--- config.mk ---
export PLATFORM = sky130hd
export DESIGN_NAME = turn_scheduler
export DESIGN_NICKNAME = d
export VERILOG_FILES = /design/src/rtl/snl_pkg.sv /design/src/rtl/roll_edge_sync.sv /design/src/rtl/turn_scheduler.sv
export SDC_FILE = /design/constraint.sdc
export NUM_CORES = 1
export LEC_CHECK = 0
export CAP_MARGIN = 20
export CELL_PAD_IN_SITES_DETAIL_PLACEMENT = 1
export CELL_PAD_IN_SITES_GLOBAL_PLACEMENT = 2
export CORE_MARGIN = 5
export CORE_UTILIZATION = 26
export DETAILED_ROUTE_END_ITERATION = 12
export PLACE_DENSITY = 0.74
export SLEW_MARGIN = 20
export SYNTH_ARGS = -nofsm -noshare
export SYNTH_HDL_FRONTEND = slang
export SYNTH_SLANG_ARGS = --single-unit
--- constraint.sdc ---
create_clock -name clk -period 1.57 [get_ports clk]
set_clock_uncertainty 0.05 [all_clocks]
set_input_delay 0.3925 -clock clk [delete_from_list [all_inputs] [get_ports clk]]
set_output_delay 0.3925 -clock clk [all_outputs]
set_load 0.005 [all_outputs]
--- src/rtl/snl_pkg.sv ---
// rtl/snl_pkg.sv - shared snakes-and-ladders types and constants
// Used by the turn scheduler, dice generator and board datapath.
package snl_pkg;

  typedef enum logic [2:0] {
    WAIT_ROLL = 3'd0,
    DICE      = 3'd1,
    MOVE      = 3'd2,
    MOVE_WAIT = 3'd3,
    NEXT      = 3'd4,
    GAME_OVER = 3'd5
  } state_e;

  localparam logic [2:0] DICE_MIN  = 3'd1;
  localparam logic [2:0] DICE_MAX  = 3'd6;
  localparam int         MAX_SIXES = 3;

endpackage

--- src/rtl/roll_edge_sync.sv ---
// rtl/roll_edge_sync.sv - roll button synchroniser with registered rising-edge pulse
// Pulse appears three clocks after the input edge.
module roll_edge_sync (
  input  logic clk,
  input  logic reset,
  input  logic async_i,
  output logic pulse_o
);

  logic sync1_q;
  logic sync2_q;
  logic prev_q;
  logic pulse_q;

  always_ff @(posedge clk or negedge reset) begin
    if (!reset) begin
      sync1_q <= 1'b0;
      sync2_q <= 1'b0;
      prev_q  <= 1'b0;
      pulse_q <= 1'b0;
    end else begin
      sync1_q <= async_i;
      sync2_q <= sync1_q;
      prev_q  <= sync2_q;
      pulse_q <= sync2_q & ~prev_q;
    end
  end

  assign pulse_o = pulse_q;

endmodule

--- src/rtl/turn_scheduler.sv ---
// rtl/turn_scheduler.sv - turn sequencing FSM for the snakes-and-ladders board
// Optional bonus turn on a six is enabled by defining EXTRA_TURN_ON_SIX_EN.
module turn_scheduler
  import snl_pkg::*;
#(
  parameter int NUM_PLAYERS = 2,
  parameter int PID_W       = (NUM_PLAYERS > 1) ? $clog2(NUM_PLAYERS) : 1,
  parameter int CNT_W       = 8
) (
  input  logic             clk,
  input  logic             reset,
  input  logic             roll,
  output logic             dice_req,
  input  logic             dice_valid,
  input  logic [2:0]       dice_value,
  output logic             mv_valid,
  input  logic             mv_ready,
  output logic [PID_W-1:0] mv_player,
  output logic [2:0]       mv_steps,
  input  logic             mv_done,
  input  logic             mv_win,
  output logic [PID_W-1:0] cur_player,
  output logic             busy,
  output logic             game_over,
  output logic [PID_W-1:0] winner,
  output logic [CNT_W-1:0] turn_count
);

  state_e             state_q, state_d;
  logic [PID_W-1:0]   cur_player_q, cur_player_d;
  logic [PID_W-1:0]   winner_q, winner_d;
  logic [2:0]         steps_q, steps_d;
  logic [CNT_W-1:0]   count_q, count_d;
  logic [CNT_W-1:0]   count_inc;
  logic [PID_W-1:0]   next_player;
  logic               roll_pulse;

  roll_edge_sync u_roll_sync (
    .clk     (clk),
    .reset   (reset),
    .async_i (roll),
    .pulse_o (roll_pulse)
  );

  assign count_inc   = (count_q == {CNT_W{1'b1}}) ? count_q : count_q + CNT_W'(1);
  assign next_player = (cur_player_q == PID_W'(NUM_PLAYERS - 1)) ? '0
                                                                  : cur_player_q + PID_W'(1);

`ifdef EXTRA_TURN_ON_SIX_EN
  logic [1:0] sixes_q, sixes_d;
`endif

  always_comb begin
    state_d      = state_q;
    cur_player_d = cur_player_q;
    winner_d     = winner_q;
    steps_d      = steps_q;
    count_d      = count_q;
`ifdef EXTRA_TURN_ON_SIX_EN
    sixes_d      = sixes_q;
`endif
    unique case (state_q)
      WAIT_ROLL: if (roll_pulse) state_d = DICE;
      // Out-of-range dice values are silently re-requested.
      DICE: begin
        if (dice_valid && dice_value >= DICE_MIN && dice_value <= DICE_MAX) begin
          steps_d = dice_value;
          state_d = MOVE;
        end
      end
      MOVE: if (mv_ready) state_d = MOVE_WAIT;
      MOVE_WAIT: begin
        if (mv_done) begin
          if (mv_win) begin
            winner_d = cur_player_q;
            count_d  = count_inc;
            state_d  = GAME_OVER;
          end else begin
            state_d = NEXT;
          end
        end
      end
      NEXT: begin
        count_d = count_inc;
        state_d = WAIT_ROLL;
`ifdef EXTRA_TURN_ON_SIX_EN
        // A six keeps the turn unless it is the last allowed consecutive six.
        if (steps_q == DICE_MAX && sixes_q < 2'(MAX_SIXES - 1)) begin
          sixes_d = sixes_q + 2'd1;
        end else begin
          sixes_d      = '0;
          cur_player_d = next_player;
        end
`else
        cur_player_d = next_player;
`endif
      end
      GAME_OVER: state_d = GAME_OVER;
      default:   state_d = WAIT_ROLL;
    endcase
  end

  always_ff @(posedge clk or negedge reset) begin
    if (!reset) begin
      state_q      <= WAIT_ROLL;
      cur_player_q <= '0;
      winner_q     <= '0;
      steps_q      <= '0;
      count_q      <= '0;
`ifdef EXTRA_TURN_ON_SIX_EN
      sixes_q      <= '0;
`endif
    end else begin
      state_q      <= state_d;
      cur_player_q <= cur_player_d;
      winner_q     <= winner_d;
      steps_q      <= steps_d;
      count_q      <= count_d;
`ifdef EXTRA_TURN_ON_SIX_EN
      sixes_q      <= sixes_d;
`endif
    end
  end

  assign dice_req   = (state_q == DICE);
  assign mv_valid   = (state_q == MOVE);
  assign mv_player  = cur_player_q;
  assign mv_steps   = steps_q;
  assign cur_player = cur_player_q;
  assign busy       = (state_q != WAIT_ROLL) && (state_q != GAME_OVER);
  assign game_over  = (state_q == GAME_OVER);
  assign winner     = winner_q;
  assign turn_count = count_q;

endmodule

# Word level (Yosys, flattened, before mapping)
# Cells that the tools add are included.
# totals
register_bits	20
latchBits	0
ramBits	0
rom_bits	0
inputBits	10
out_inout_bits	18
elab_cells	48
n_memories	0
# op_classes
n_addsub	2
mul	0
div	0
order_cmp	2
eq_ne	12
shift	0
mux	11
bitwise_logic	2
reduce_logical	10
# ops
op	count
2-to-1 mux 8 bit	3
case mux 8 bit (2 select lines)	1
case mux 3 bit (5 select lines)	1
2-to-1 mux 3 bit	4
adder 8 x 1 -> 8 bit, second input constant	1
== test 8 bit, second input constant	1
== test 3 x 2 -> 1 bit, second input constant	2
== test 3 bit, second input constant	2
inequality test 2 x 1 -> 1 bit, second input constant	3
AND reduction 3 bit	2
inequality test 2 bit, second input constant	2
AND reduction 4 bit	1
== test 3 x 1 -> 1 bit, second input constant	1
greater-or-equal comparator 3 x 1 -> 1 bit, second input constant	1
<= comparator 3 bit, second input constant	1
logical AND 1 bit	3
zero test 3 bit	1
inequality test 3 bit, second input constant	1
nonzero test 3 bit	1
2-to-1 mux 1 bit	2
AND reduction 2 bit	1
nonzero test 2 bit	1
adder 1 bit, second input constant	1
bitwise AND 1 bit	1
inverter 1 bit	1

# Longest topological paths before layout
# logic_depth
depth_word	5
mapped_depth	5
depth_no_buf	4

# Modules after synthesis
# A second synthesis with hierarchy kept.
# hier_totals
cells_unflattened	82
hier_area_um2	991.0
# by_module_without_submodules
module	n_inst	cells_each	area_per_inst_um2	seq_area_each_um2
turn_scheduler	1	77	877.1	400.4
roll_edge_sync	1	5	113.9	100.1

# Worst setup path after synthesis
# OpenSTA, ideal clock, no wires.
# synth_timing
path_kind	reg-to-reg
from	register state_q[2]
to	register count_q[7] (netlist: turn_count[7])
setup_ns	0.128
arrival_time_ns	1.443
required_time_ns	1.392
path_slack_ns	-0.050
stages_incl_launch_ff	6
path_buffers	1
synth_period_minus_slack_ns	1.620
path_cell_list	dfrtp_1 buf_4 nor2b_4 a41oi_4 nor4b_2 mux2_1
# synth_between
elab_chain_cells	3
elab_cells_between_ends	7
cone_classes	eq/ne (4); mux (1); reduce/logical (2)
# synth_rtl
element	line	text
start, declared	turn_scheduler.sv:29	state_e state_q, state_d;
start signal, assigned	turn_scheduler.sv:114	state_q <= state_d;
== test 3 x 2 -> 1 bit or == test 3 bit (tied branches)	turn_scheduler.sv:62	unique case (state_q)
inequality test 2 bit (no source line) or nonzero test 2 bit (tied branches)	n/a	
AND reduction 3 bit (no source line)	n/a	
end signal, assigned	turn_scheduler.sv:118	count_q <= count_d;
end, declared	turn_scheduler.sv:33	logic [CNT_W-1:0] count_q, count_d;
# Several ways; a longest one is shown, not always the timed one.
# A chain may end at the register's enable or synchronous reset.

# Worst setup path in the final report
# layout_timing
from	register state_q[2]
to	register count_q[3] (netlist: turn_count[3])
# The elaborated chain is that of the path after synthesis.

==> run metrics <==
cell mode on critical path buf_6; initial antenna violation count 0; Critical-path top delay cell dfrtp_2; fillers 418; clk sinks 20; GRT met2 Usage 22.2%; Die ar. 5150 um2; # DRC 0; Total Neg Setup Slack -1.40 ns; final instance area 1780 um2; Vias 894; cell leakage power 0.900 nW; Hold Slack 0.304 ns; Worst slew margin 78.4%; Avg Inst Size Synth 11.9 um2; layout cells sized above 1 48.1%; share of synthesized registers carrying an async set or reset 100%; first-pass GRT wire length 4.98 mm; htree depth 1; outcome finished, violations left; CTS tree yes; ranking of synthesized cells by area dfrtp_1 (51%), mux2_2 (9.1%), nor4b_2 (3.0%); Synth cell types 31; gpl congestion 0.721; DPL Wire Length 1.79 mm; Reg area 503 um2; grt met1 use 14.1%; crit-path cells buf_6, buf_6, nor3b_4, a41oi_4, buf_4, nor2_1, mux2_2; Root Buffer clkbuf_8; main flop type after synthesis dfrtp_1; syn_nets 94; largest net degree at the start of global routing 21; met3 Use GR 1.40%; Syn. warnings 0; arrival time worst endpoint 1.85 ns; Routed Wire Length 2.76 mm; cts bufs inserted 3; Clock Latency Late Sink 0.26 ns; max-cap check violation count 0; Final period util 111%; Period minus WS final 1.74 ns; sequential area share after synthesis 50.5%; Worst Max-Slew Pin Slew 0.324 ns; DRT antenna net count 0; WP data required 1.68 ns; drt pass-1 iters 4; Setup violations, final 12; number of DRC markers in iteration 0 11; Die Ht 71.7 um; input/output buffers 27; Core Rows 22; Post-synth EDFFs 0; post-DR wirelength/cell 13.5 um; Peak VDD IR 0.743 mV; crit start category flop; critical path type flop to flop; Min-Delay Path Class flop to flop; Yosys reg bits 20; clock slew at reported path FFs 0.08 ns; routed vias/inst 4.38; core area 3690 um2; Fmax achieved 0.574 GHz; Post-Place Cell Area 1450 um2; # IOs 28; PwrDens 1680 nW/um2; failing checks negative setup slack; P&R area growth vs syn 79.4%; synthesized area 991 um2; CTS Buffer Depth 2; gr usage total 12.4%; commonest cells in the netlist dfrtp_1 (20), mux2_2 (8), nand2_1 (7), nor2_1 (4), nor2b_1 (4); max-slew violation count 0; setup slack after layout -0.172 ns; die width 71.7 um; crit end category flop; Hold Vio Cnt, Final 0; CTS Hold Bufs 0; vias in the first global route 1026; Layout Nets 168; Synth top area share 50.5%; post-synth top area cell dfrtp_1; most frequent cell after synthesis dfrtp_1; RSZ-0062 raised after global routing yes; area occupied by multi-input gates 519 um2; initial core utilization 26.9%; global route hottest layer met2; n_diodes 0; cell count after synthesis 83; crit path max fanout 6; grt ovf 0; Largest stage delay, worst path 0.43 ns
-- cells in the final DEF (no fill, tap or decap), types with 2 or more instances in the layout --
| cell type | Yosys | layout |
|---|---|---|
| buf_6 | 1 | 7 |
| mux2_4 | 0 | 2 |
| nand3_1 | 3 | 3 |
| clkbuf_8 | 0 | 3 |
| nand2_1 | 7 | 6 |
| a21oi_1 | 3 | 3 |
| clkdlybuf4s50_1 | 0 | 6 |
| o21ai_0 | 2 | 2 |
| nor2b_4 | 1 | 2 |
| buf_2 | 0 | 2 |
| dlygate4sd2_1 | 0 | 13 |
| nor2b_1 | 4 | 3 |
| dlymetal6s2s_1 | 0 | 4 |
| dfrtp_2 | 0 | 2 |
| nor3_1 | 3 | 2 |
| mux2_2 | 8 | 6 |
| buf_4 | 3 | 39 |
| nand2b_1 | 3 | 3 |
| nor3b_4 | 1 | 2 |
| xor2_1 | 3 | 3 |
| dfrtp_1 | 20 | 18 |
| nor2_1 | 4 | 4 |
-- worst max-delay path, delay by kind of cell (launching register included) --
family	cells	cell delay [ns]
buf+inv	3	0.41
mux	1	0.26
compound gates	1	0.30
simple gates	2	0.18
flops	1	0.43
-- sequential cells by signal (all words and copies together) (netlist names) --
signal	cells
turn_count	8
state_q	3
u_roll_sync.sync2_q	1
u_roll_sync.prev_q	1
u_roll_sync.sync1_q	1
mv_steps	3
winner	1
cur_player	1
u_roll_sync.pulse_o	1
-- final timing paths --
path	start	to	slack [ns]	cells after the start
worst max-delay path	state_q[2]$_DFFE_PN0P_	turn_count[3]$_DFFE_PN0P_	-0.17	7
worst max register to register	state_q[2]$_DFFE_PN0P_	turn_count[3]$_DFFE_PN0P_	-0.17	7
min in group asynchronous	reset	turn_count[3]$_DFFE_PN0P_	0.42	2
worst min register to register	u_roll_sync.sync1_q$_DFF_PN0_	u_roll_sync.sync2_q$_DFF_PN0_	0.30	0
worst min-delay path	u_roll_sync.sync1_q$_DFF_PN0_	u_roll_sync.sync2_q$_DFF_PN0_	0.30	0
max in group asynchronous	reset	state_q[2]$_DFFE_PN0P_	0.82	2
-- repair_timing --
item / CTS / global route
setup endpoints to repair: 29 / 19
pin swaps: 7 / 3
setup buffers: 22 / 3
gates resized for setup: 42 / 9
endpoints found under the hold margin: 0 / 0
-- metrics by stage --
| stage | total power, mW | cells | worst slack (ns) | util [%] |
|---|---|---|---|---|
| floorplan | 1.41 | 83 | -0.00119 | - |
| global placement | 2.07 | 175 | -0.458 | 39.3 |
| detailed placement | 2.10 | 175 | -0.510 | 39.3 |
| CTS | 2.94 | 201 | -0.156 | 47.1 |
| global route | 3.23 | 204 | -0.249 | 48.2 |
| finish | 2.99 | 204 | -0.172 | 48.2 |
-- power breakdown --
group,internal (mW),leakage [nW],total (mW),switching (mW)
logic,1.03,0.619,1.66,0.636
clock network,0.341,0.0357,0.521,0.180
registers,0.689,0.245,0.808,0.119
total,2.06,0.900,2.99,0.935
-- layer usage --
metal,vias up,part of all wire [%]
met5,-,0
met4,0,2.5
met3,6,3.3
met2,21,54
met1,432,40
li1,435,-
-- cells by family after synthesis --
logic type               Yosys count  share of synthesized area (%)
multiplexers                      10                           11.2
AO/OA/AOI/OAI                      9                           7.70
flip-flops                        20                           50.5
buffers and inverters              5                           3.79
AND/OR/NAND/NOR                   34                           22.0
adder cells (fa/ha/maj)            1                           1.26
XOR/XNOR                           4                           3.54
-- area by class of cell --
cell class	count	area share, %
timing repair buffer	73	34.9
multi-input combinational	58	29.2
sequential	20	28.3
tap	48	3.38
clock buffer	3	2.32
clock inverter	1	1.69
inverter	1	0.211
No activity file was read; power rests on OpenSTA's default activity.
